==> src/rtl/vga_rx_pkg.sv <==
// Shared definitions for the VGA frame receiver.
// Holds the 640x480 raster timing, the derived totals and active-window bounds,
// the pixel colour type and the lock FSM state encoding.
package vga_rx_pkg;

    // Horizontal timing, in pixel clocks
    localparam int unsigned H_ACTIVE = 640;
    localparam int unsigned H_FP     = 16;
    localparam int unsigned H_SYNC   = 96;
    localparam int unsigned H_BP     = 48;
    localparam int unsigned H_TOTAL  = H_ACTIVE + H_FP + H_SYNC + H_BP;

    // Vertical timing, in lines
    localparam int unsigned V_ACTIVE = 480;
    localparam int unsigned V_FP     = 10;
    localparam int unsigned V_SYNC   = 2;
    localparam int unsigned V_BP     = 33;
    localparam int unsigned V_TOTAL  = V_ACTIVE + V_FP + V_SYNC + V_BP;

    // Active window, counted from the sync falling edge
    localparam int unsigned H_WIN_LO = H_SYNC + H_BP;
    localparam int unsigned H_WIN_HI = H_WIN_LO + H_ACTIVE - 1;
    localparam int unsigned V_WIN_LO = V_SYNC + V_BP;
    localparam int unsigned V_WIN_HI = V_WIN_LO + V_ACTIVE - 1;

    // Width of the position counters and coordinate outputs
    localparam int unsigned CNT_W = 10;

    typedef struct packed {
        logic [7:0] r;
        logic [7:0] g;
        logic [7:0] b;
    } rgb_t;

    typedef enum logic [1:0] {
        SEARCH,
        MEASURE,
        LOCKED
    } rx_state_t;

endpackage

==> src/rtl/vga_frame_receiver_if.sv <==
// Raster-in / pixel-out bundle of the VGA frame receiver.
// master: raster source and pixel consumer (bench or board glue).
// slave:  the receiver (takes hsync/vsync/blank/RGB, drives pix_* and status).
interface vga_frame_receiver_if;
    import vga_rx_pkg::*;

    // Raster from the VGA driver
    logic             hsync;
    logic             vsync;
    logic             blank;
    logic [7:0]       red;
    logic [7:0]       green;
    logic [7:0]       blue;

    // Recovered pixel stream and status
    logic             pix_valid;
    logic [CNT_W-1:0] pix_x;
    logic [CNT_W-1:0] pix_y;
    rgb_t             pix_rgb;
    logic             frame_start;
    logic             locked;
    logic             line_err;
    logic             frame_err;
    logic             blank_err;

    modport master (
        output hsync, vsync, blank, red, green, blue,
        input  pix_valid, pix_x, pix_y, pix_rgb, frame_start, locked,
        input  line_err, frame_err, blank_err
    );

    modport slave (
        input  hsync, vsync, blank, red, green, blue,
        output pix_valid, pix_x, pix_y, pix_rgb, frame_start, locked,
        output line_err, frame_err, blank_err
    );

endinterface

==> src/rtl/vga_period_counter.sv <==
// Sync-edge position counter with period check.
// Detects the falling edge of a registered active-low sync, arms on it, and on the
// next tick restarts a saturating counter. A restart whose previous count was not
// Period-1 flags a mismatch; optionally, counting past Period-1 without a restart
// flags an overrun once, and the late edge that follows is not reported again.
// Ports:
//   clk_i, rst_ni  clock, asynchronous active-low reset
//   sync_i         registered sync level (active-low)
//   tick_i         count enable (every cycle, or once per line)
//   check_i        allows period errors to be reported
//   restart_o      combinational: this tick restarts the counter
//   count_o        counter value for the current sample
//   restarted_o    registered restart, aligned with count_o == 0
//   err_o          registered period error pulse, aligned with count_o
module vga_period_counter
    import vga_rx_pkg::*;
#(
    parameter int unsigned Width        = CNT_W,
    parameter int unsigned Period       = H_TOTAL,
    parameter bit          CheckOverrun = 1'b1
) (
    input  logic             clk_i,
    input  logic             rst_ni,
    input  logic             sync_i,
    input  logic             tick_i,
    input  logic             check_i,
    output logic             restart_o,
    output logic [Width-1:0] count_o,
    output logic             restarted_o,
    output logic             err_o
);

    localparam logic [Width-1:0] LastCnt = Width'(Period - 1);
    localparam logic [Width-1:0] MaxCnt  = '1;

    logic             sync_prev_q;
    logic             arm_q, arm_d;
    logic             seen_q, seen_d;
    logic             ovr_q, ovr_d;
    logic [Width-1:0] cnt_q, cnt_d;
    logic             restarted_q;
    logic             err_q, err_d;
    logic             fall;
    logic             restart;
    logic             mismatch;
    logic             overrun;

    assign fall    = sync_prev_q & ~sync_i;
    // A fall on a tick restarts immediately; otherwise it waits armed for the next tick
    assign restart = tick_i & (arm_q | fall);

    always_comb begin
        cnt_d    = cnt_q;
        arm_d    = arm_q;
        seen_d   = seen_q;
        ovr_d    = ovr_q;
        mismatch = 1'b0;
        overrun  = 1'b0;
        if (restart) begin
            // An edge arriving after an already-reported overrun is the same fault
            mismatch = seen_q & check_i & ~ovr_q & (cnt_q != LastCnt);
            cnt_d    = '0;
            arm_d    = 1'b0;
            seen_d   = 1'b1;
            ovr_d    = 1'b0;
        end else begin
            if (fall) begin
                arm_d = 1'b1;
            end
            if (tick_i) begin
                if (cnt_q != MaxCnt) begin
                    cnt_d = cnt_q + 1'b1;
                end
                overrun = CheckOverrun & seen_q & check_i & (cnt_q == LastCnt);
                if (overrun) begin
                    ovr_d = 1'b1;
                end
            end
        end
        err_d = mismatch | overrun;
    end

    always_ff @(posedge clk_i or negedge rst_ni) begin
        if (!rst_ni) begin
            sync_prev_q <= 1'b0;
            arm_q       <= 1'b0;
            seen_q      <= 1'b0;
            ovr_q       <= 1'b0;
            cnt_q       <= '0;
            restarted_q <= 1'b0;
            err_q       <= 1'b0;
        end else begin
            sync_prev_q <= sync_i;
            arm_q       <= arm_d;
            seen_q      <= seen_d;
            ovr_q       <= ovr_d;
            cnt_q       <= cnt_d;
            restarted_q <= restart;
            err_q       <= err_d;
        end
    end

    assign restart_o   = restart;
    assign count_o     = cnt_q;
    assign restarted_o = restarted_q;
    assign err_o       = err_q;

endmodule

==> src/rtl/vga_frame_receiver.sv <==
// VGA frame receiver: recovers pixel coordinates from the sync edges of a raster,
// checks line/frame periods, locks after one clean frame and emits {x, y, RGB}.
// Pipeline: input registers (edge k), counters (k+1), output registers (k+2).
// Ports:
//   clk_i    pixel clock
//   rst_ni   asynchronous active-low reset
//   bus      slave side of vga_frame_receiver_if (raster in, pixel stream out)
module vga_frame_receiver
    import vga_rx_pkg::*;
#(
    parameter int unsigned HActive = H_ACTIVE,
    parameter int unsigned HFp     = H_FP,
    parameter int unsigned HSync   = H_SYNC,
    parameter int unsigned HBp     = H_BP,
    parameter int unsigned VActive = V_ACTIVE,
    parameter int unsigned VFp     = V_FP,
    parameter int unsigned VSync   = V_SYNC,
    parameter int unsigned VBp     = V_BP
) (
    input logic                 clk_i,
    input logic                 rst_ni,
    vga_frame_receiver_if.slave bus
);

    localparam int unsigned      HTotal = HActive + HFp + HSync + HBp;
    localparam int unsigned      VTotal = VActive + VFp + VSync + VBp;
    localparam logic [CNT_W-1:0] HLo    = CNT_W'(HSync + HBp);
    localparam logic [CNT_W-1:0] HHi    = CNT_W'(HSync + HBp + HActive - 1);
    localparam logic [CNT_W-1:0] VLo    = CNT_W'(VSync + VBp);
    localparam logic [CNT_W-1:0] VHi    = CNT_W'(VSync + VBp + VActive - 1);

    // Input stage, plus one extra delay for blank/colour to line up with the counters
    logic hsync_q, vsync_q, blank_q, blank_dly_q;
    rgb_t rgb_q, rgb_dly_q;

    always_ff @(posedge clk_i or negedge rst_ni) begin
        if (!rst_ni) begin
            hsync_q     <= 1'b0;
            vsync_q     <= 1'b0;
            blank_q     <= 1'b0;
            blank_dly_q <= 1'b0;
            rgb_q       <= '0;
            rgb_dly_q   <= '0;
        end else begin
            hsync_q     <= bus.hsync;
            vsync_q     <= bus.vsync;
            blank_q     <= bus.blank;
            blank_dly_q <= blank_q;
            rgb_q       <= {bus.red, bus.green, bus.blue};
            rgb_dly_q   <= rgb_q;
        end
    end

    rx_state_t        state_q, state_d;
    logic             h_fall;
    logic [CNT_W-1:0] h_cnt, v_cnt;
    logic             h_restarted, h_err;
    logic             v_restart, v_restarted, v_err;

    vga_period_counter #(
        .Width        (CNT_W),
        .Period       (HTotal),
        .CheckOverrun (1'b1)
    ) u_h_cnt (
        .clk_i       (clk_i),
        .rst_ni      (rst_ni),
        .sync_i      (hsync_q),
        .tick_i      (1'b1),
        .check_i     (1'b1),
        .restart_o   (h_fall),
        .count_o     (h_cnt),
        .restarted_o (h_restarted),
        .err_o       (h_err)
    );

    // Lines are counted on hsync falls; the first boundary after SEARCH is not checked
    vga_period_counter #(
        .Width        (CNT_W),
        .Period       (VTotal),
        .CheckOverrun (1'b0)
    ) u_v_cnt (
        .clk_i       (clk_i),
        .rst_ni      (rst_ni),
        .sync_i      (vsync_q),
        .tick_i      (h_fall),
        .check_i     (state_q != SEARCH),
        .restart_o   (v_restart),
        .count_o     (v_cnt),
        .restarted_o (v_restarted),
        .err_o       (v_err)
    );

    logic unused_ok;
    assign unused_ok = ^{h_restarted, v_restart};

    logic any_err;
    assign any_err = h_err | v_err;

    always_comb begin
        state_d = state_q;
        unique case (state_q)
            SEARCH:  if (v_restarted) state_d = MEASURE;
            MEASURE: begin
                if (any_err) begin
                    state_d = SEARCH;
                end else if (v_restarted) begin
                    state_d = LOCKED;
                end
            end
            LOCKED:  if (any_err) state_d = SEARCH;
            default: state_d = SEARCH;
        endcase
    end

    logic in_win;
    logic valid_d;
    assign in_win  = (h_cnt >= HLo) && (h_cnt <= HHi) && (v_cnt >= VLo) && (v_cnt <= VHi);
    // Next state gates validity so the pixel carrying an error is already dropped
    assign valid_d = (state_d == LOCKED) && in_win;

    logic             pix_valid_q, frame_start_q, line_err_q, frame_err_q, blank_err_q;
    logic [CNT_W-1:0] pix_x_q, pix_y_q;
    rgb_t             pix_rgb_q;

    always_ff @(posedge clk_i or negedge rst_ni) begin
        if (!rst_ni) begin
            state_q       <= SEARCH;
            pix_valid_q   <= 1'b0;
            frame_start_q <= 1'b0;
            line_err_q    <= 1'b0;
            frame_err_q   <= 1'b0;
            blank_err_q   <= 1'b0;
            pix_x_q       <= '0;
            pix_y_q       <= '0;
            pix_rgb_q     <= '0;
        end else begin
            state_q       <= state_d;
            pix_valid_q   <= valid_d;
            frame_start_q <= valid_d && (h_cnt == HLo) && (v_cnt == VLo);
            line_err_q    <= h_err;
            frame_err_q   <= v_err;
            if ((state_d == LOCKED) && (blank_dly_q != in_win)) begin
                blank_err_q <= 1'b1;
            end
            if (valid_d) begin
                pix_x_q   <= h_cnt - HLo;
                pix_y_q   <= v_cnt - VLo;
                pix_rgb_q <= rgb_dly_q;
            end
        end
    end

    assign bus.pix_valid   = pix_valid_q;
    assign bus.pix_x       = pix_x_q;
    assign bus.pix_y       = pix_y_q;
    assign bus.pix_rgb     = pix_rgb_q;
    assign bus.frame_start = frame_start_q;
    assign bus.locked      = (state_q == LOCKED);
    assign bus.line_err    = line_err_q;
    assign bus.frame_err   = frame_err_q;
    assign bus.blank_err   = blank_err_q;

endmodule

==> src/flat_wrapper.sv <==
// flat-port wrapper written by rule: the top's interface ports become plain ports
module vga_frame_receiver_flat import vga_rx_pkg::*;
#(
    parameter int unsigned HActive = H_ACTIVE,
    parameter int unsigned HFp     = H_FP,
    parameter int unsigned HSync   = H_SYNC,
    parameter int unsigned HBp     = H_BP,
    parameter int unsigned VActive = V_ACTIVE,
    parameter int unsigned VFp     = V_FP,
    parameter int unsigned VSync   = V_SYNC,
    parameter int unsigned VBp     = V_BP
)
  (clk_i, rst_ni, bus_hsync, bus_vsync, bus_blank, bus_red, bus_green, bus_blue, bus_pix_valid, bus_pix_x, bus_pix_y, bus_pix_rgb, bus_frame_start, bus_locked, bus_line_err, bus_frame_err, bus_blank_err);
  vga_frame_receiver_if bus_i ();
  input logic clk_i;
  input logic rst_ni;
  input wire logic [$bits(bus_i.hsync)-1:0] bus_hsync;
  input wire logic [$bits(bus_i.vsync)-1:0] bus_vsync;
  input wire logic [$bits(bus_i.blank)-1:0] bus_blank;
  input wire logic [$bits(bus_i.red)-1:0] bus_red;
  input wire logic [$bits(bus_i.green)-1:0] bus_green;
  input wire logic [$bits(bus_i.blue)-1:0] bus_blue;
  output wire logic [$bits(bus_i.pix_valid)-1:0] bus_pix_valid;
  output wire logic [$bits(bus_i.pix_x)-1:0] bus_pix_x;
  output wire logic [$bits(bus_i.pix_y)-1:0] bus_pix_y;
  output wire logic [$bits(bus_i.pix_rgb)-1:0] bus_pix_rgb;
  output wire logic [$bits(bus_i.frame_start)-1:0] bus_frame_start;
  output wire logic [$bits(bus_i.locked)-1:0] bus_locked;
  output wire logic [$bits(bus_i.line_err)-1:0] bus_line_err;
  output wire logic [$bits(bus_i.frame_err)-1:0] bus_frame_err;
  output wire logic [$bits(bus_i.blank_err)-1:0] bus_blank_err;
  assign bus_i.hsync = bus_hsync;
  assign bus_i.vsync = bus_vsync;
  assign bus_i.blank = bus_blank;
  assign bus_i.red = bus_red;
  assign bus_i.green = bus_green;
  assign bus_i.blue = bus_blue;
  assign bus_pix_valid = bus_i.pix_valid;
  assign bus_pix_x = bus_i.pix_x;
  assign bus_pix_y = bus_i.pix_y;
  assign bus_pix_rgb = bus_i.pix_rgb;
  assign bus_frame_start = bus_i.frame_start;
  assign bus_locked = bus_i.locked;
  assign bus_line_err = bus_i.line_err;
  assign bus_frame_err = bus_i.frame_err;
  assign bus_blank_err = bus_i.blank_err;
  vga_frame_receiver #(.HActive(HActive), .HFp(HFp), .HSync(HSync), .HBp(HBp), .VActive(VActive), .VFp(VFp), .VSync(VSync), .VBp(VBp)) u_core (.clk_i(clk_i), .rst_ni(rst_ni), .bus(bus_i));
endmodule
==> config.mk <==
export PLATFORM = sky130hd
export DESIGN_NAME = vga_frame_receiver_flat
export DESIGN_NICKNAME = d
export VERILOG_FILES = /design/src/rtl/vga_rx_pkg.sv /design/src/rtl/vga_frame_receiver_if.sv /design/src/rtl/vga_period_counter.sv /design/src/rtl/vga_frame_receiver.sv /design/src/flat_wrapper.sv
export SDC_FILE = /design/constraint.sdc
export NUM_CORES = 1
export LEC_CHECK = 0
export CAP_MARGIN = 10
export CORE_ASPECT_RATIO = 1.75
export CORE_MARGIN = 1.5
export CORE_UTILIZATION = 45
export DETAILED_ROUTE_END_ITERATION = 8
export PLACE_DENSITY = 0.71
export SLEW_MARGIN = 20
export SYNTH_ARGS = -nofsm -noshare
export SYNTH_HDL_FRONTEND = slang
export SYNTH_SLANG_ARGS = --single-unit
==> constraint.sdc <==
create_clock -name clk_i -period 2.48 [get_ports clk_i]
set_clock_uncertainty 0.05 [all_clocks]
set_input_delay 0.248 -clock clk_i [delete_from_list [all_inputs] [get_ports clk_i]]
set_output_delay 0.248 -clock clk_i [all_outputs]
set_load 0.01 [all_outputs]
* After elaboration in Yosys (flattened, before gate mapping)
Index checks and enable logic that the tools add are counted.
** Operators by class
- Add/subtract/negate cells :: 4
- Magnitude comparators :: 4
- Eq/ne operators :: 11
- Mux-type cells :: 19
- Bitwise gates (word level) :: 15
- Reduce and logical (&&, ||, !) cells :: 16
** Operator list (number)
- 2-to-1 mux 10 bit :: 5
- inequality test 10 bit (second input constant) :: 4
- adder 10 x 1 -> 10 bit (second input constant) :: 2
- <= comparator 10 bit (second input constant) :: 2
- nonzero test 2 bit :: 7
- equality test 10 bit (second input constant) :: 1
- equality test 10 x 6 -> 1 bit (second input constant) :: 1
- equality test 10 x 8 -> 1 bit (second input constant) :: 1
- greater-or-equal comparator 10 x 6 -> 1 bit (second input constant) :: 1
- greater-or-equal comparator 10 x 8 -> 1 bit (second input constant) :: 1
- subtractor 10 x 6 -> 10 bit (second input constant) :: 1
- subtractor 10 x 8 -> 10 bit (second input constant) :: 1
- 2-to-1 mux 1 bit :: 9
- bitwise AND 1 bit :: 8
- 2-to-1 mux 2 bit :: 4
- logical AND 1 bit :: 7
- one-hot mux 2 bit (3 select lines) :: 1
- equality test 2 bit (second input constant) :: 2
- OR 1 bit :: 4
- NOT 1 bit :: 3
- equality test 2 x 1 -> 1 bit (second input constant) :: 1
- zero test 2 bit :: 1
- AND reduction 2 bit :: 1
- inequality test 1 bit :: 1
** Storage, ports and cells
- Bits in registers :: 133
- Input bits :: 29
- Logic and storage cells :: 102

* Depth between registers and ports, before layout
Gate-level depths: netlist (run 1).
- Depth after elaboration :: 7
- Mapped depth :: 8
- Mapped depth without buffers :: 7

* Hierarchy
From an unflattened synthesis (run 1), not the netlist that was laid out.
** Second synthesis, totals
- Cells, all modules :: 371
- Area total of the unflattened synthesis :: 5263.8 sq um
** Modules (own cells, without submodules)
- vga_frame_receiver :: instances 1, cells an instance 214, area an instance 3702.3 sq um, seq. area each 2577.5 sq um
- vga_period_counter at u_core.u_h_cnt :: instances 1, cells an instance 79, area an instance 802.0 sq um, seq. area each 400.4 sq um
- vga_period_counter at u_core.u_v_cnt :: instances 1, cells an instance 78, area an instance 759.5 sq um, seq. area each 375.4 sq um

* Least setup slack after synthesis (run 1)
OpenSTA, ideal clock, no wires.
- Path type :: flip-flop to flip-flop
- From :: reg u_core.u_v_cnt.cnt_q[6], in the netlist u_core.u_v_cnt.count_o[6]
- To :: reg u_core.pix_rgb_q (netlist bit u_core.bus.pix_rgb[10])
- Setup time :: 0.125 ns
- Arrival time :: 2.285 ns
- Data required time :: 2.305 ns
- Path slack :: 0.020 ns
- Stages on the path, launching flop included :: 8
- Path buffers :: 2
- Clock period less this slack :: 2.460 ns
- Cell sequence :: dfrtp_1 buf_2 or3_4 o41a_1 nor4_4 nand2_4 buf_6 mux2_4
** Between the ends
- Word-level cells in the longest chain between the ends :: 4
** Ends and longest elaborated chain
- start, declared :: RTL line vga_period_counter.sv:40 : logic [Width-1:0] cnt_q, cnt_d;
- start signal, assigned :: RTL line vga_period_counter.sv:97 : cnt_q <= cnt_d;
- greater-or-equal comparator 10 x 6 -> 1 bit :: RTL line vga_frame_receiver.sv:117 : assign in_win = (h_cnt >= HLo) && (h_cnt <= HHi) && (v_cnt >= VLo) && (v_cnt <= VHi);
- logical AND 1 bit :: RTL line vga_frame_receiver.sv:117
- logical AND 1 bit * :: RTL line vga_frame_receiver.sv:117
- logical AND 1 bit * :: RTL line vga_frame_receiver.sv:119 : assign valid_d = (state_d == LOCKED) && in_win;
- end signal, assigned :: RTL line vga_frame_receiver.sv:148 : pix_rgb_q <= rgb_dly_q;
- end, declared :: RTL line vga_frame_receiver.sv:123 : rgb_t pix_rgb_q;
Every way passes the cells marked *; elsewhere a longest branch is shown, timed or not.
A chain may end at the register's enable or synchronous reset.

* Worst setup path after layout (run 1)
- From :: reg u_core.u_v_cnt.cnt_q[8], in the netlist u_core.u_v_cnt.count_o[8]
- To :: reg u_core.pix_y_q[1], in the netlist u_core.bus.pix_y[1]
** Between the ends
- Word-level cells in the longest chain between the ends :: 4
** Ends and longest elaborated chain
- greater-or-equal comparator 10 x 6 -> 1 bit :: RTL line vga_frame_receiver.sv:117
- logical AND 1 bit :: RTL line vga_frame_receiver.sv:117
- logical AND 1 bit * :: RTL line vga_frame_receiver.sv:117
- logical AND 1 bit * :: RTL line vga_frame_receiver.sv:119
- end signal, assigned :: RTL line vga_frame_receiver.sv:147 : pix_y_q <= v_cnt - VLo;
- end, declared :: RTL line vga_frame_receiver.sv:122 : logic [CNT_W-1:0] pix_x_q, pix_y_q;
Marks and branches as above.

==> results of run 1 <==
-- area by class of cell --
cell class,instances,area [um2]
fillers,824,4340
flip-flops and latches,133,3330
multi-input cells,210,1730
repair buffers,97,961
clock buffers,19,443
well taps,132,165
clock inverters,12,155
inverters,11,41.3
-- final timing paths --
check | from | to | slack (ns)
setup / recovery | u_core.u_v_cnt.count_o[8] | u_core.bus.pix_y[1] | 0.18
hold / removal | bus_blue[5] | u_core.rgb_q[5] | 0.22
setup reg to reg | u_core.u_v_cnt.count_o[8] | u_core.bus.pix_y[1] | 0.18
hold reg to reg | u_core.rgb_q[18] | u_core.rgb_dly_q[18] | 0.30
max in group asynchronous | rst_ni | u_core.u_h_cnt.seen_q | 1.47
min in group asynchronous | rst_ni | u_core.rgb_dly_q[11] | 0.27
-- layout by cell type (no fill, tap or decap), types with 6 or more instances in the layout --
cell             netlist  routed
dfrtp_1              133     133
clkdlybuf4s50_1        0      77
mux2_4                37      37
nor2_1                28      28
nand2_1               17      17
clkbuf_16              0      17
buf_4                  0      16
inv_1                 10      10
xnor2_1               10      10
xor2_1                10      10
nand3_1                9       9
ha_1                   8       8
a21oi_1                6       6
o21ai_0                6       6
mux2_1                 6       6
-- power by group through the flow --
| stage | clock network (W) | logic, W | registers (W) |
|---|---|---|---|
| final | 0.00251 | 0.000320 | 0.00230 |
| after global routing | 0.00267 | 0.000358 | 0.00230 |
| after CTS | 0.00256 | 0.000323 | 0.00230 |
| after detailed placement | 0 | 0.000316 | 0.00233 |
| after global placement | 0 | 0.000310 | 0.00233 |
| after floorplan | 0 | 0.000148 | 0.00233 |
-- registers in the layout, indices dropped and copies added, names as in the netlist, 2 cells and up --
register and count:
u_core.bus.pix_x 10, u_core.u_h_cnt.count_o 10, u_core.rgb_dly_q 24, u_core.bus.pix_y 10, u_core.rgb_q 24, u_core.u_v_cnt.count_o 10, u_core.bus.pix_rgb 24, u_core.state_q 2
-- layer usage --
metal / up-vias / share of wire [%] / GRT usage (%)
met5: - / 0 / 0
met4: 0 / 4.2 / 11.2
met3: 25 / 3.5 / 5.40
met2: 80 / 55 / 31.4
met1: 1603 / 37 / 18.8
li1: 1469 / - / -
-- cells by family (layout without fill, tap and decap cells) --
logic type | after synthesis | after routing | synth area share [%]
flip-flops | 133 | 133 | 64.1
AND/OR/NAND/NOR | 103 | 103 | 10.8
multiplexers | 46 | 46 | 12.6
AO/OA/AOI/OAI | 32 | 32 | 4.34
buffers and inverters | 29 | 139 | 2.72
XOR/XNOR | 20 | 20 | 3.38
adder cells (fa/ha/maj) | 8 | 8 | 1.93
other | 1 | 1 | 0.0723
-- what timing repair did --
action | CTS | global route
resized for setup | 0 | 2
hold buffers | 1 | 0
hold endpoints to repair | 25 | 0
setup endpoints to repair | 0 | 43
-- per-stage QoR --
| step | area, um2 | cells | hold slack (ns) |
|---|---|---|---|
| after floorplan | 5190 | 372 | -0.0976 |
| after global placement | 6200 | 582 | 0.130 |
| after detailed placement | 6200 | 582 | 0.134 |
| after CTS | 6810 | 614 | 0.205 |
| after global routing | 6820 | 614 | 0.202 |
| final | 6820 | 614 | 0.218 |
==> summary.txt, run 1 <==
Die W -> 84.2 um
total of warnings raised by yosys -> 0
worst skew pair latency -> 0.42 ns
per-cell routed wire length -> 16.7 um
cells on worst reg2reg path -> 6
syn_nets -> 409
Max rail drop VDD -> 0.785 mV
Placer Congestion -> 0.858
Synth top cells by count -> dfrtp_1, mux2_4, nor2_1
hold depth -> 1
I/O Pins -> 79
Max Slew Vio Count -> 0
Clock Tree Buf Depth -> 2
drt pass-1 iters -> 4
setup TNS -> 0 ns
Reg power frac -> 44.8%
RSZ-0062 raised after global routing -> no
Max FO, Critical Path -> 25
Final Net Count -> 507
post-route core utilization -> 61.1%
first-pass GRT wire length -> 17.0 mm
critical path cell sequence -> or3_4, o41a_1, nor4_4, nand2_4, buf_12, mux2_4
clock root buffer -> clkbuf_16
CP max-delay cell -> o41a_1
maximum clock rate -> 0.435 GHz
Core Rows -> 51
CORE AREA -> 11200 um2
antenna cells -> 0
Post-synth top flop -> dfrtp_1
initial antenna violation count -> 0
Required @ worst endpoint -> 2.72 ns
number of flops mapped to enable cells by yosys -> 0
largest net degree at the start of global routing -> 58
Leak -> 3.23 nW
Levels on crit path -> 6
power per cell area -> 751 nW/um2
final wirelength -> 10.3 mm
Seq/Total Area, Yosys -> 64.1%
Combinational Power Share -> 6.2%
layout cells sized above 1 -> 20.1%
switch share -> 22.1%
Area growth syn-to-layout -> 31.5%
CTS tree -> yes
Final period util -> 92.8%
Hold Path Class -> primary input to flop
Mapped Cells -> 372
net switching power -> 0.00113 W
Syn Area/Cell -> 13.9 um2
initial drt markers -> 176
TritonCTS sink count -> 133
Total Power -> 0.00513 W
HPWL Detailed -> 7.14 mm
CTS buffer count -> 17
Max-Cap Viols -> 0
Die ar. -> 12200 um2
Clk pwr share -> 48.9%
vias in the first global route -> 3395
cell internal pwr -> 0.00400 W
Overflow after GRT -> 0
GR Util All Layers -> 18.1%
cell area after synthesis -> 5190 um2
biggest area consumer among synthesized cells -> dfrtp_1
Synth cell types -> 52
Critical path buffers and inverters -> 1
final worst slack -> 0.180 ns
Crit path largest cell delay -> 0.45 ns
critical path class -> flop to flop
status -> finished clean
I/O Buffers -> 78
Post-CTS Setup Repair Bufs -> 0
CTS H-tree lvls -> 4
Worst Setup End Kind -> flop
initial core utilization -> 46.5%
synth top area cells -> dfrtp_1, mux2_4, nor2_1
count leader, synth -> dfrtp_1
asr flop ratio synth -> 100%
Crit path max-delay family -> simple AND/OR/NAND/NOR gates
final setup vio count -> 0
vias -> 3177
CP Data Arrival Time -> 2.54 ns
Die Y -> 145 um
DRT antenna net count -> 0
vias per inst -> 5.17
top cell type's share of synthesized area -> 64.1%
clock slew at reported path FFs -> 0.05 ns
DRC Markers -> 0
min Tclk post-route -> 2.30 ns
crit start category -> flop
measured slew at the worst slew-check pin -> 0.759 ns
Placement Setup Slack -> 0.0533 ns
Synth Register Bits -> 133
Final Hold Viols -> 0
Relative slew margins -> 48.9%
Power figures use the tool's default switching activity.
==> run 2, diff against run 1 <==
CORE_UTILIZATION = 40   (was 45)
PLACE_DENSITY = default   (was 0.71)
==> run 2 against run 1 <==
Via count down 1.2%; sequential cell count is the same; wire length shrank 1.7%; register-to-register slack barely moved; hold slack improved by 0.0056 ns; first-iteration DRC count unchanged; clock-buffer cell count down 1; combinational power about the same; core utilization is 6.4 points lower; non-clock buffer count is 2 higher; global-route usage fell by 1.8 points.
==> summary.txt, run 2 (same netlist as run 1, synthesis figures left out) <==
Required @ worst endpoint -> 2.71 ns (was 2.72 ns)
Max FO, Critical Path -> 22 (was 25)
Worst Setup End Kind -> flop (unchanged)
Area growth syn-to-layout -> 32.6% (was 31.5%)
power per cell area -> 734 nW/um2 (was 751 nW/um2)
Hold Path Class -> primary input to flop (unchanged)
Core Rows -> 54 (was 51)
CP Data Arrival Time -> 2.53 ns (was 2.54 ns)
HPWL Detailed -> 6.98 mm (was 7.14 mm)
setup TNS -> 0 ns (unchanged)
Post-CTS Setup Repair Bufs -> 0 (unchanged)
Final Net Count -> 509 (was 507)
final wirelength -> 10.1 mm (was 10.3 mm)
final setup vio count -> 0 (unchanged)
critical path class -> flop to flop (unchanged)
R2R Setup Slk -> 0.18 ns (about the same)
antenna cells -> 0 (unchanged)
TritonCTS sink count -> 133 (unchanged)
DRC Markers -> 0 (unchanged)
Max Slew Vio Count -> 0 (unchanged)
Die Y -> 154 um (was 145 um)
Final period util -> 92.7% (was 92.8%)
initial antenna violation count -> 0 (unchanged)
Die W -> 89.1 um (was 84.2 um)
Clock Tree Buf Depth -> 2 (unchanged)
CTS tree -> yes (unchanged)
measured slew at the worst slew-check pin -> 0.627 ns (was 0.759 ns)
commonest non-fill, non-tap cell in the layout -> dfrtp_1 (unchanged)
min Tclk post-route -> 2.30 ns (about the same)
largest net degree at the start of global routing -> 48 (was 58)
clock slew at reported path FFs -> 0.06 ns (was 0.05 ns)
vias -> 3140 (was 3177)
status -> finished clean (unchanged)
Overflow after GRT -> 0 (unchanged)
crit start category -> flop (unchanged)
Final Hold Viols -> 0 (unchanged)
CTS H-tree lvls -> 4 (unchanged)
Max rail drop VDD -> 0.377 mV (was 0.785 mV)
Placer Congestion -> 0.854 (was 0.858)
maximum clock rate -> 0.435 GHz (about the same)
Total Power -> 0.00505 W (was 0.00513 W)
vias per inst -> 4.81 (was 5.17)
Max-Cap Viols -> 0 (unchanged)
vias in the first global route -> 3266 (was 3395)
initial drt markers -> 176 (unchanged)
CORE AREA -> 12600 um2 (was 11200 um2)
clock root buffer -> clkbuf_16 (unchanged)
initial core utilization -> 41.3% (was 46.5%)
I/O Buffers -> 78 (unchanged)
worst skew pair latency -> 0.41 ns (was 0.42 ns)
per-cell routed wire length -> 15.5 um (was 16.7 um)
drt pass-1 iters -> 4 (unchanged)
I/O Pins -> 79 (unchanged)
layout cells sized above 1 -> 20.6% (was 20.1%)
Relative slew margins -> 58.2% (was 48.9%)
most frequent cells in the layout -> dfrtp_1, clkdlybuf4s50_1, mux2_4, nor2_1 (unchanged)
Die ar. -> 13700 um2 (was 12200 um2)
Leak -> 3.23 nW (about the same)
DRT antenna net count -> 0 (unchanged)
GR Util All Layers -> 16.3% (was 18.1%)
CTS buffer count -> 17 (unchanged)
first-pass GRT wire length -> 16.6 mm (was 17.0 mm)
RSZ-0062 raised after global routing -> no (unchanged)
==> run 2: cell count changes in the layout (fill, tap and decap cells not counted) <==
cell and change:
clkinvlp_4 +3, inv_6 +3, clkinv_4 -2, buf_12 +1, buf_4 +1, bufinv_16 -1
clkbuf_8 -1, clkinv_2 -1
==> run 2: area by class of cell <==
class / count / area (um2)
fill: 1076 / 5690
sequential: 133 / 3330
multi-input combinational: 210 / 1730
timing repair buffer: 99 / 988
clock buffer: 18 / 429
tap: 168 / 210
clock inverter: 14 / 151
inverter: 11 / 41.3
==> run 2: metrics by stage <==
stage / setup WS [ns] / instance area [um2] / utilization (%) / hold slack, ns / std cells
6_report: 0.180 / 6880 / 54.7 / 0.224 / 653
5_1_grt: 0.00711 / 6880 / 54.7 / 0.206 / 653
4_1_cts: 0.00788 / 6870 / 54.6 / 0.205 / 653
3_5_place_dp: 0.0165 / 6280 / 50.0 / 0.260 / 620
3_3_place_gp: 0.0503 / 6280 / 50.0 / 0.256 / 620
2_1_floorplan: 0.0200 / 5190 / - / -0.0976 / 372
==> run 2: what timing repair did <==
item | 4_1_cts | 5_1_grt
setup endpoints to repair | 0 | 43
endpoints found under the hold margin | 45 | 0
hold buffers | 1 | 0
gates resized for setup | 0 | 2
==> run 2: power breakdown <==
group	switching (W)	total (W)	internal (W)
Combinational	0.000174	0.000319	0.000145
Clock	0.000951	0.00244	0.00149
Sequential	0.0000413	0.00229	0.00225
Total	0.00117	0.00505	0.00388
==> run 2: per-layer routing <==
metal  track usage, %  vias up  wire [um]
met5                0        -          0
met4             8.64        0        344
met3             4.83       17        438
met2             27.4       73       5430
met1             18.1     1570       3880
li1                 -     1480          -
==> run 2: worst max-delay path, cell delays in order (launching register included) <==
cell	delay, ns
dfrtp_1	0.42
inv_1	0.07
ha_1	0.13
nor4bb_2	0.32
a221oi_1	0.22
nor4_4	0.32
nand2_4	0.12
buf_12	0.19
mux2_1	0.32
==> run 2: path summary, 6_finish.rpt <==
kind | end | start | depth (start not counted)
setup / recovery | u_core.bus.pix_x[4] | u_core.u_h_cnt.count_o[1] | 8
hold / removal | u_core.hsync_q | bus_hsync | 1
setup reg to reg | u_core.bus.pix_x[4] | u_core.u_h_cnt.count_o[1] | 8
hold reg to reg | u_core.rgb_dly_q[13] | u_core.rgb_q[13] | 0
max in group asynchronous | u_core.bus.pix_x[9] | rst_ni | 3
min in group asynchronous | u_core.bus.pix_rgb[14] | rst_ni | 2
==> run 3, diff against run 2 <==
PLACE_DENSITY_LB_ADDON = 0.25   (was default)
clock period = 2.03 ns   (was 2.48 ns; I/O delays follow)
==> run 3 against run 2 <==
The run now ends with setup timing left; via count rose by 4.2%; die area unchanged; first-iteration DRC count is 25% lower; global-route usage is essentially flat; design area rose by 3.9%; highest routed layer unchanged.
==> summary.txt, run 3 (same netlist as run 1, synthesis figures left out) <==
status -> finished, violations left (was finished clean)
failing checks -> setup timing
Final Net Count -> 538 (was 509)
Relative slew margins -> 59.9% (was 58.2%)
initial antenna violation count -> 0 (unchanged)
DRC Markers -> 0 (unchanged)
Worst Setup End Kind -> flop (unchanged)
final wirelength -> 10.4 mm (was 10.1 mm)
Placement Setup Slack -> -0.202 ns (was 0.0165 ns)
final setup vio count -> 43 (was 0)
critical path class -> flop to flop (unchanged)
I/O Buffers -> 78 (unchanged)
Clock Tree Buf Depth -> 2 (unchanged)
Overflow after GRT -> 0 (unchanged)
Leak -> 3.40 nW (was 3.23 nW)
Placer Congestion -> 0.877 (was 0.854)
drt pass-1 iters -> 6 (was 4)
Area growth syn-to-layout -> 37.7% (was 32.6%)
CORE AREA -> 12600 um2 (unchanged)
metal2 WL -> 5.77 mm (was 5.43 mm)
Max rail drop VDD -> 0.512 mV (was 0.377 mV)
layout cells sized above 1 -> 26.1% (was 20.6%)
first-pass GRT wire length -> 16.7 mm (was 16.6 mm)
worst hold slack -> 0.173 ns (was 0.224 ns)
post-route core utilization -> 56.8% (was 54.7%)
metal3 WL -> 368 um (was 438 um)
Required @ worst endpoint -> 2.28 ns (was 2.71 ns)
Die W -> 89.1 um (unchanged)
commonest non-fill, non-tap cell in the layout -> dfrtp_1 (unchanged)
worst skew pair latency -> 0.41 ns (about the same)
Final Hold Viols -> 0 (unchanged)
power per cell area -> 877 nW/um2 (was 734 nW/um2)
clock root buffer -> clkbuf_16 (unchanged)
RSZ-0062 raised after global routing -> yes (was no)
CTS tree -> yes (unchanged)
CP max-delay cell -> o41a_1 (was dfrtp_1)
antenna cells -> 0 (unchanged)
Max FO, Critical Path -> 36 (was 22)
Total Power -> 0.00627 W (was 0.00505 W)
fill cell count -> 1063 (was 1076)
top sig layer -> met4 (unchanged)
Core Rows -> 54 (unchanged)
I/O Pins -> 79 (unchanged)
CP Data Arrival Time -> 2.49 ns (was 2.53 ns)
Max Slew Vio Count -> 0 (unchanged)
min Tclk post-route -> 2.25 ns (was 2.30 ns)
Cell Count, Final, Fillers Out -> 682 (was 653)
final worst slack -> -0.216 ns (was 0.180 ns)
vias -> 3273 (was 3140)
maximum clock rate -> 0.445 GHz (was 0.435 GHz)
TritonCTS sink count -> 133 (unchanged)
per-cell routed wire length -> 15.3 um (was 15.5 um)
vias per inst -> 4.80 (was 4.81)
Max-Cap Viols -> 0 (unchanged)
DRT met1 WL -> 3.88 mm (about the same)
Final period util -> 111% (was 92.7%)
Die Y -> 154 um (unchanged)
vias in the first global route -> 3490 (was 3266)
GR Util All Layers -> 16.3% (about the same)
most frequent cells in the layout -> dfrtp_1, clkdlybuf4s50_1, buf_4, mux2_4, nor2_1 (was dfrtp_1, clkdlybuf4s50_1, mux2_4, nor2_1)
CTS buffer count -> 17 (unchanged)
DRT antenna net count -> 0 (unchanged)
clock slew at reported path FFs -> 0.06 ns (about the same)
CTS H-tree lvls -> 4 (unchanged)
initial core utilization -> 41.3% (unchanged)
HPWL Detailed -> 7.39 mm (was 6.98 mm)
measured slew at the worst slew-check pin -> 0.600 ns (was 0.627 ns)
Die ar. -> 13700 um2 (unchanged)
initial drt markers -> 132 (was 176)
Crit path largest cell delay -> 0.42 ns (about the same)
largest net degree at the start of global routing -> 49 (was 48)
critical path cell sequence -> or3_4, o41a_1, nor4_4, nand2_4, buf_12, mux2_4 (was inv_1, ha_1, nor4bb_2, a221oi_1, nor4_4, nand2_4, buf_12, mux2_1)
Cell Count Post-Placement -> 647 (was 620)
crit start category -> flop (unchanged)
Hold Path Class -> primary input to flop (unchanged)
Crit path max-delay family -> simple AND/OR/NAND/NOR gates (unchanged)
Critical path buffers and inverters -> 1 (was 2)
## run 3: cell count changes in the layout (fill, tap and decap cells not counted), sizes merged
| cell | before | now |
|---|---|---|
| buf | 21 | 50 |
| clkinvlp | 5 | 2 |
| clkinv | 3 | 5 |
| clkbuf | 18 | 19 |
## run 3: layout make-up
type,count,area [um2],area share [%]
clock buffers,19,433,6.06
clock inverters,13,149,2.08
inverters,11,41.3,0.578
multi-input cells,210,1790,25.0
flip-flops and latches,133,3330,46.6
well taps,168,210,2.94
repair buffers,128,1200,16.8
## run 3: per-stage QoR
step	TNS [ns]	area (um2)
2_1_floorplan	-10.14	5230
3_3_place_gp	-6.84	6480
3_5_place_dp	-8.03	6480
4_1_cts	-8.38	7080
5_1_grt	-10.48	7140
6_report	-8.08	7140
## run 3: worst paths after layout
path,startpoint,end,slack (ns),depth (start not counted)
worst max-delay path,u_core.u_v_cnt.count_o[2],u_core.bus.pix_rgb[23],-0.22,6
worst min-delay path,bus_blue[0],u_core.rgb_q[0],0.17,1
min in group asynchronous,rst_ni,u_core.rgb_dly_q[21],0.27,2
worst min register to register,u_core.rgb_q[5],u_core.rgb_dly_q[5],0.29,0
worst max register to register,u_core.u_v_cnt.count_o[2],u_core.bus.pix_rgb[23],-0.22,6
max in group asynchronous,rst_ni,u_core.rgb_dly_q[23],1.03,3
## run 3: where the power goes
part,switching [W],leakage [nW],total [W],internal [W]
logic,0.000243,1.42,0.000497,0.000254
registers,0.0000502,1.70,0.00280,0.00275
clock network,0.00115,0.280,0.00297,0.00183
## run 3: routing by layer
metal,vias to the layer above,global-route usage (%)
met1,1625,17.3
met4,0,10.3
li1,1533,-
met5,-,0
met2,87,28.5
met3,28,3.27
## run 3: worst reg2reg max path, cell delays in order, from the launching register on
cell and delay, ns:
dfrtp_1 0.41, or3_4 0.38, o41a_1 0.42, nor4_4 0.22, nand2_4 0.10, buf_12 0.21
mux2_4 0.36
## run 3: what timing repair did
item	in CTS	in global routing
pin swaps	0	2
endpoints found under the hold margin	35	0
resized for setup	1	9
setup endpoints to repair	44	49
hold buffers	1	0
buffers inserted	0	2
